<file path="src/rtl/heater_scheduler.sv">
// heater_scheduler: arbitrates one heating element between two dispenser channels.
// Round-robin on ties, minimum on-time, pre-emption at MAX_ON when the other channel
// waits, and a dead-time gap with the heater off between consecutive holders.
module heater_scheduler #(
    parameter int unsigned MIN_ON = 25,
    parameter int unsigned MAX_ON = 50,
    parameter int unsigned GAP    = 4
) (
    input  logic       clk,
    input  logic       rst,
    input  logic [1:0] req_i,
    input  logic [1:0] hot_i,
    output logic [1:0] grant_o,
    output logic       heater_on_o,
    output logic [1:0] state_o,
    output logic       preempt_o
);

    typedef enum logic [1:0] {
        StIdle = 2'b00,
        StHeat = 2'b01,
        StGap  = 2'b10
    } state_e;

    localparam logic [16:0] MinOn17 = 17'(MIN_ON);
    localparam logic [16:0] MaxOn17 = 17'(MAX_ON);
    localparam logic [16:0] Gap17   = 17'(GAP);

    state_e      state_q, state_d;
    logic [1:0]  grant_q, grant_d;
    logic        heater_q, heater_d;
    logic        preempt_q, preempt_d;
    logic        ch_q, ch_d;
    logic        last_q, last_d;
    logic [15:0] on_cnt_q, on_cnt_d;
    logic [15:0] gap_cnt_q, gap_cnt_d;

    // Release decision terms, evaluated only while heating.
    logic [16:0] on_next;
    logic [16:0] gap_next;
    logic        rel_norm;
    logic        rel_pre;
    logic        pick;

    assign on_next  = {1'b0, on_cnt_q} + 17'd1;
    assign gap_next = {1'b0, gap_cnt_q} + 17'd1;
    assign rel_norm = (on_next >= MinOn17) && (!req_i[ch_q] || hot_i[ch_q]);
    // A normal release takes priority so preempt only flags true forced hand-overs.
    assign rel_pre  = (on_next >= MaxOn17) && req_i[~ch_q] && !rel_norm;
    // On a tie the channel that did not hold last wins.
    assign pick     = (req_i == 2'b11) ? ~last_q : req_i[1];

    // Next-state and registered-output logic.
    always_comb begin
        state_d   = state_q;
        grant_d   = grant_q;
        preempt_d = 1'b0;
        ch_d      = ch_q;
        last_d    = last_q;
        on_cnt_d  = on_cnt_q;
        gap_cnt_d = gap_cnt_q;
        unique case (state_q)
            StIdle: begin
                grant_d = 2'b00;
                if (req_i != 2'b00) begin
                    ch_d     = pick;
                    grant_d  = pick ? 2'b10 : 2'b01;
                    on_cnt_d = 16'd0;
                    state_d  = StHeat;
                end
            end
            StHeat: begin
                // Saturate at MAX_ON so a long solo hold never wraps the counter.
                if ({1'b0, on_cnt_q} < MaxOn17) begin
                    on_cnt_d = on_next[15:0];
                end
                if (rel_norm || rel_pre) begin
                    grant_d   = 2'b00;
                    last_d    = ch_q;
                    gap_cnt_d = 16'd0;
                    preempt_d = rel_pre;
                    state_d   = StGap;
                end
            end
            StGap: begin
                grant_d   = 2'b00;
                gap_cnt_d = gap_next[15:0];
                if (gap_next == Gap17) begin
                    state_d = StIdle;
                end
            end
            default: begin
                grant_d = 2'b00;
                state_d = StIdle;
            end
        endcase
        heater_d = |grant_d;
    end

    // State register with asynchronous active-high reset.
    always_ff @(posedge clk or posedge rst) begin
        if (rst) begin
            state_q   <= StIdle;
            grant_q   <= 2'b00;
            heater_q  <= 1'b0;
            preempt_q <= 1'b0;
            ch_q      <= 1'b0;
            last_q    <= 1'b1;
            on_cnt_q  <= 16'd0;
            gap_cnt_q <= 16'd0;
        end else begin
            state_q   <= state_d;
            grant_q   <= grant_d;
            heater_q  <= heater_d;
            preempt_q <= preempt_d;
            ch_q      <= ch_d;
            last_q    <= last_d;
            on_cnt_q  <= on_cnt_d;
            gap_cnt_q <= gap_cnt_d;
        end
    end

    assign grant_o     = grant_q;
    assign heater_on_o = heater_q;
    assign state_o     = state_q;
    assign preempt_o   = preempt_q;

endmodule

</file>
<file path="config.mk">
export PLATFORM = sky130hd
export DESIGN_NAME = heater_scheduler
export DESIGN_NICKNAME = d
export VERILOG_FILES = /design/src/rtl/heater_scheduler.sv
export SDC_FILE = /design/constraint.sdc
export NUM_CORES = 1
export LEC_CHECK = 0
export ABC_AREA = 1
export CELL_PAD_IN_SITES_DETAIL_PLACEMENT = 0
export CELL_PAD_IN_SITES_GLOBAL_PLACEMENT = 1
export CORE_MARGIN = 2
export CORE_UTILIZATION = 39
export DETAILED_ROUTE_END_ITERATION = 8
export PLACE_DENSITY_LB_ADDON = 0.05
export SYNTH_ARGS = -nofsm -noshare
export SYNTH_HDL_FRONTEND = slang
export SYNTH_SLANG_ARGS = --single-unit
</file>
<file path="constraint.sdc">
create_clock -name clk -period 2 [get_ports clk]
set_input_delay 0.5 -clock clk [delete_from_list [all_inputs] [get_ports clk]]
set_output_delay 0.5 -clock clk [all_outputs]
set_load 0.005 [all_outputs]
</file>
======== Yosys cells after proc, flatten, opt, wreduce, memory -nomap -nowiden ========
Index checks and enable logic that the tools add are counted.
word-level totals
  bits of input ports ..................... 6
  register bits after elaboration ......... 40
  word-level logic and storage cells ...... 64
cells by class
  multiplexer cells ....................... 22
  $add $sub $neg .......................... 2
  reductions and logical operators ........ 17
  $lt $le $gt $ge ......................... 5
  bitwise operators ....................... 2
  equal/unequal tests ..................... 8
operators with widths
  cell                     number
  $pmux W16 S2             2
  $mux W16                 3
  $add A16 B1 Y17 const B  2
  $eq A17 B3 Y1 const B    1
  $ge A17 B5 Y1 const B    1
  $ge A17 B6 Y1 const B    1
  $lt A16 B6 Y1 const B    1
  $mux W2                  6
  $mux W1                  9
  $ne A2 B2 Y1 const B     4
  $pmux W2 S3              1
  $reduce_and A2 Y1        3
  $reduce_and A3 Y1        2
  $reduce_bool A2 Y1       3
  $eq A2 B2 Y1 const B     2
  $lt A1 B2 Y1 const B     2
  $pmux W2 S2              1
  $logic_and A1 B1 Y1      3
  $eq A2 B1 Y1 const B     1
  $logic_not A1 Y1         2
  $logic_not A2 Y1         1
  $logic_or A1 B1 Y1       2
  $not A1 Y1               2
  $reduce_or A2 Y1         1

======== Logic depth before layout (Yosys ltp) ========
  word-level depth ........................ 11
  depth in mapped cells ................... 18
  gate-level depth less buffers ........... 16

======== Worst setup path before layout ========
Ideal clock, no wire load.
  path kind ............................... register -> register
  from .................................... register on_cnt_q[0]
  to ...................................... register gap_cnt_q[10]
  data arrival time ....................... 1.885 ns
  data required time ...................... 1.869 ns
  stages on the path, launching flop included .. 16
  period minus slack after synthesis ...... 2.017 ns
  setup slack ............................. -0.017 ns
  setup time .............................. 0.131 ns
  cell sequence ........................... dfrtp_1 ha_1 nand3_2 nor2_2 nand2_1 nand2_1 nand2_1 nor3_1 nand3_1 nand2_1 nand2_2 nand2_1 nand2_2 buf_6 nand3_1 o21ai_1
between the ends
  word-level cells in the longest chain between the ends .. 8
ends and longest elaborated chain
  what                                  RTL line  text
  start, declared                       35        logic [15:0] on_cnt_q, on_cnt_d;
  start signal, assigned                118       on_cnt_q <= on_cnt_d;
  $add A16 B1 Y17 *                     45        assign on_next = {1'b0, on_cnt_q} + 17'd1;
  $ge A17 B5 Y1                         47        assign rel_norm = (on_next >= MinOn17) && (!req_i[ch_q] || hot_i[ch_q]);
  $logic_and A1 B1 Y1                   47
  $logic_not A1 Y1                      49        assign rel_pre = (on_next >= MaxOn17) && req_i[~ch_q] && !rel_norm;
  $logic_and A1 B1 Y1                   49
  $logic_or A1 B1 Y1 *                  77        if (rel_norm || rel_pre) begin
  $ne A2 B2 Y1 (no source line) *       --
  $reduce_and A2 Y1 (no source line) *  --
  end signal, assigned                  119       gap_cnt_q <= gap_cnt_d;
  end, declared                         36        logic [15:0] gap_cnt_q, gap_cnt_d;
Mark *: on every way between the ends. The rest lies on a longest branch, timed or not.
A chain may end at the register's enable or synchronous reset.

======== Worst setup path after layout ========
  from .................................... register on_cnt_q[0]
  to ...................................... register gap_cnt_q[12]
The elaborated chain is that of the path after synthesis.

==> run metrics <==
status=finished with violations; violated checks=negative setup slack; wire length per cell after detailed routing=between 10 and 15 µm; fraction of layout instances using a drive strength above 1=between 20 and 30%; Post-Synthesis Cells=about 350; layout overhead on the synthesized area=40.5%; Internal Dissipation=just over 2 mW; source-to-sink clock delay at the later pin of the worst-skew pair=0.31 ns; clock tree root driver cell=clkbuf_8; endpoints failing hold=0; Reg clk slew, reported paths=around 0.090 ns; RSZ-0062 raised after global routing=true; dpl cell area=0.00307 mm²; worst voltage drop across the vdd grid=~0.0007 V; total instance count after detailed placement=487; kind of start point of the critical path=register; antenna viol nets, final=0; H-tree depth=2; reported net switching power=roughly 1.3 mW; hold buffers post-CTS=0; cell area after layout=between 0.003 and 0.004 mm²; die area=between 0.006 and 0.007 mm²; Max-Slew Margin vs Limit=about three fifths; detailed placer's ending HPWL=approximately 5 mm; port buffer count=11; post-synthesis net count=363; Maximum Capacitance Violations=0; classification of the worst-slack hold path=reg2reg; Total GRT Usage=slightly above 20%; Slew Viols, Final=0; mapped cell area=~0.0025 mm²; Synth async-reset ratio=between 90% and 100%; TritonCTS clock tree=built; setup ws final=-0.181 ns; Worst EP required=between 2 and 2.5 ns; final-stage net count=between 400 and 500; Leak=1.63 nW; total overflow reported by the global router=0; EDFF count, synth=0; first-pass GRT wire length=about 12 mm; via count of the first global-routing pass=between 2,000 and 3,000; post-placement setup slack=-0.403 ns; total number of vias=between 2,000 and 2,500; maximum number of pins on one net before global-route repair=25; number of antenna repair diodes=0; maximum achievable frequency=around 460 MHz; Slew @ Worst Pin=between 0.5 and 0.6 ns; # clock sinks=40; register bit count reported by yosys=40; number of distinct library cells after synthesis=27; Hold Worst Slack=~0.48 ns; Clk network pwr share=17.9%; Worst Clk Skew=between 0.007 and 0.008 ns; # rows=28; sequential fraction of the synthesis area=approximately 41%; Post-synth top flop=dfrtp_1; Arrival @ worst endpoint=~2.4 ns; PD cells=roughly 970 mW/mm²; Detailed Routing Iterations Pass 1=4; final cycle utilization of the critical path=109%; weighted congestion reported at the end of routability-driven placement=between 0.8 and 0.9; antenna violations before repair=0; x dimension of the die=83.6 µm; total of warnings raised by yosys=0; total power after layout=about 3.4 mW; starting density of the core=~40%; synthesized area divided by synthesized cell count=between 6 and 7 µm²; highest net fanout along the worst path=5; fraction of power spent switching nets=between 30 and 40%; total setup violations reported at the end of the flow=21; Tmin final=approximately 2.2 ns; total CTS buffers=5; power share of the combinational group=50.0%; DRT Wirelength=6.57 mm; type of the worst setup path=reg2reg; drt first-iter violations=roughly 110; vias per cell=4.92; sequential share of power=32.2%; number of remaining DRC errors=0; count of pins on the block boundary=12; non-filler instance count after layout=between 500 and 600; height of the die=83.6 µm; clock tree buffer depth=2; Core Area=about 0.006 mm²; endpoint kind of the worst setup timing path=register; fill cell total of the finished layout=roughly 580
==> layer usage <==
layer  wire length [µm]  vias to the layer above  GRT usage, %
met1               2900                     1161          25.0
li1                   -                     1282             -
met3                178                        8          3.66
met4                 94                        0          4.99
met2               3400                       28          36.6
met5                  0                        -             0
==> cells in the mapped netlist, types with 2 or more instances <==
master    number  area, µm²
nand3_1       34        170
xor2_1         8       70.1
inv_1         53        199
nor3_1        11       55.1
clkbuf_1       2       7.51
o22ai_1        5       31.3
a21oi_1        2       10.0
nand2_2        7       43.8
ha_1           4       50.1
nand4_1       11       68.8
nor2_2         6       37.5
dfrtp_1       39        976
o21ai_0       12       60.1
nor2_1        40        150
nand2_1       90        338
o21ai_1       15       75.1
nor4_1         4       25.0
==> state kept, by name, indices dropped and copies added, names as in the netlist <==
| register | count |
|---|---|
| on_cnt_q | 16 |
| ch_q | 1 |
| heater_on_o | 1 |
| state_o | 2 |
| last_q | 1 |
| grant_o | 2 |
| preempt_o | 1 |
| gap_cnt_q | 16 |
==> area by class of cell <==
| type | count | area [µm²] | area share [%] |
|---|---|---|---|
| tap | 75 | 93.8 | 2.71 |
| clock inverter | 2 | 15.0 | 0.433 |
| clock buffer | 6 | 82.6 | 2.38 |
| timing repair buffer | 71 | 606 | 17.5 |
| sequential | 40 | 1010 | 29.0 |
| inverter | 54 | 203 | 5.84 |
| multi-input combinational | 256 | 1460 | 42.2 |
==> what timing repair did <==
item / 4_1_cts / 5_1_grt
setup buffers: 7 / 1
setup endpoints to repair: 22 / 23
pin swaps: 19 / 12
gates cloned: 1 / 0
gates resized for setup: 34 / 19
==> cells in the final DEF (no fill, tap or decap), types with 11 or more instances in the layout <==
| cell | instances |
|---|---|
| buf_4 | 55 |
| clkdlybuf4s50_1 | 11 |
| dfrtp_1 | 36 |
| nand2_2 | 12 |
| nor2_1 | 34 |
| nand2_1 | 82 |
| inv_1 | 52 |
| nand4_1 | 11 |
| o21ai_0 | 12 |
| nand3_1 | 27 |
==> per-stage QoR <==
stage / TNS (ns) / utilization [%]
3_3_place_gp: -5.10 / 50.9
2_1_floorplan: 0 / -
4_1_cts: -1.89 / 56.0
6_report: -2.26 / 57.6
5_1_grt: -6.29 / 57.6
3_5_place_dp: -6.07 / 50.9
==> worst paths after layout <==
path | from | slack (ns) | to | cells after the start
worst max-delay path | on_cnt_q[0]$_DFFE_PP0P_ | -0.18 | gap_cnt_q[12]$_DFFE_PP0P_ | 15
max in group asynchronous | rst | 1.19 | on_cnt_q[3]$_DFFE_PP0P_ | 3
worst max register to register | on_cnt_q[0]$_DFFE_PP0P_ | -0.18 | gap_cnt_q[12]$_DFFE_PP0P_ | 15
worst min-delay path | last_q$_DFFE_PP1P_ | 0.48 | last_q$_DFFE_PP1P_ | 2
min in group asynchronous | rst | 0.54 | gap_cnt_q[14]$_DFFE_PP0P_ | 3
worst min register to register | last_q$_DFFE_PP1P_ | 0.48 | last_q$_DFFE_PP1P_ | 2
==> power groups by stage <==
| stage | logic (mW) | clock network [mW] | registers (mW) |
|---|---|---|---|
| 2_1_floorplan | 0.687 | 0 | 1.08 |
| 3_3_place_gp | 1.33 | 0 | 1.08 |
| 3_5_place_dp | 1.34 | 0 | 1.09 |
| 4_1_cts | 1.63 | 0.616 | 1.09 |
| 5_1_grt | 1.87 | 0.650 | 1.11 |
| 6_report | 1.68 | 0.603 | 1.08 |
==> worst max-delay path, stage by stage, from the launching register on <==
cell     delay [ns]
dfrtp_2        0.43
ha_4           0.19
nand2_4        0.06
nor2_4         0.14
nand3_2        0.08
nand2_2        0.08
nand4_1        0.17
nor2_2         0.17
nand3_1        0.07
nand2_1        0.09
nand2_2        0.09
nand2_4        0.12
nand2_8        0.08
buf_12         0.15
nand3_2        0.04
o21ai_1        0.08
==> kinds of logic after synthesis <==
group,count (synthesis),share of synthesized area [%]
flip-flops,40,40.6
XOR/XNOR,9,3.19
AO/OA/AOI/OAI,37,8.06
buffers and inverters,58,9.28
adder cells (fa/ha/maj),4,2.03
AND/OR/NAND/NOR,205,36.8
Power figures use the tool's default switching activity.
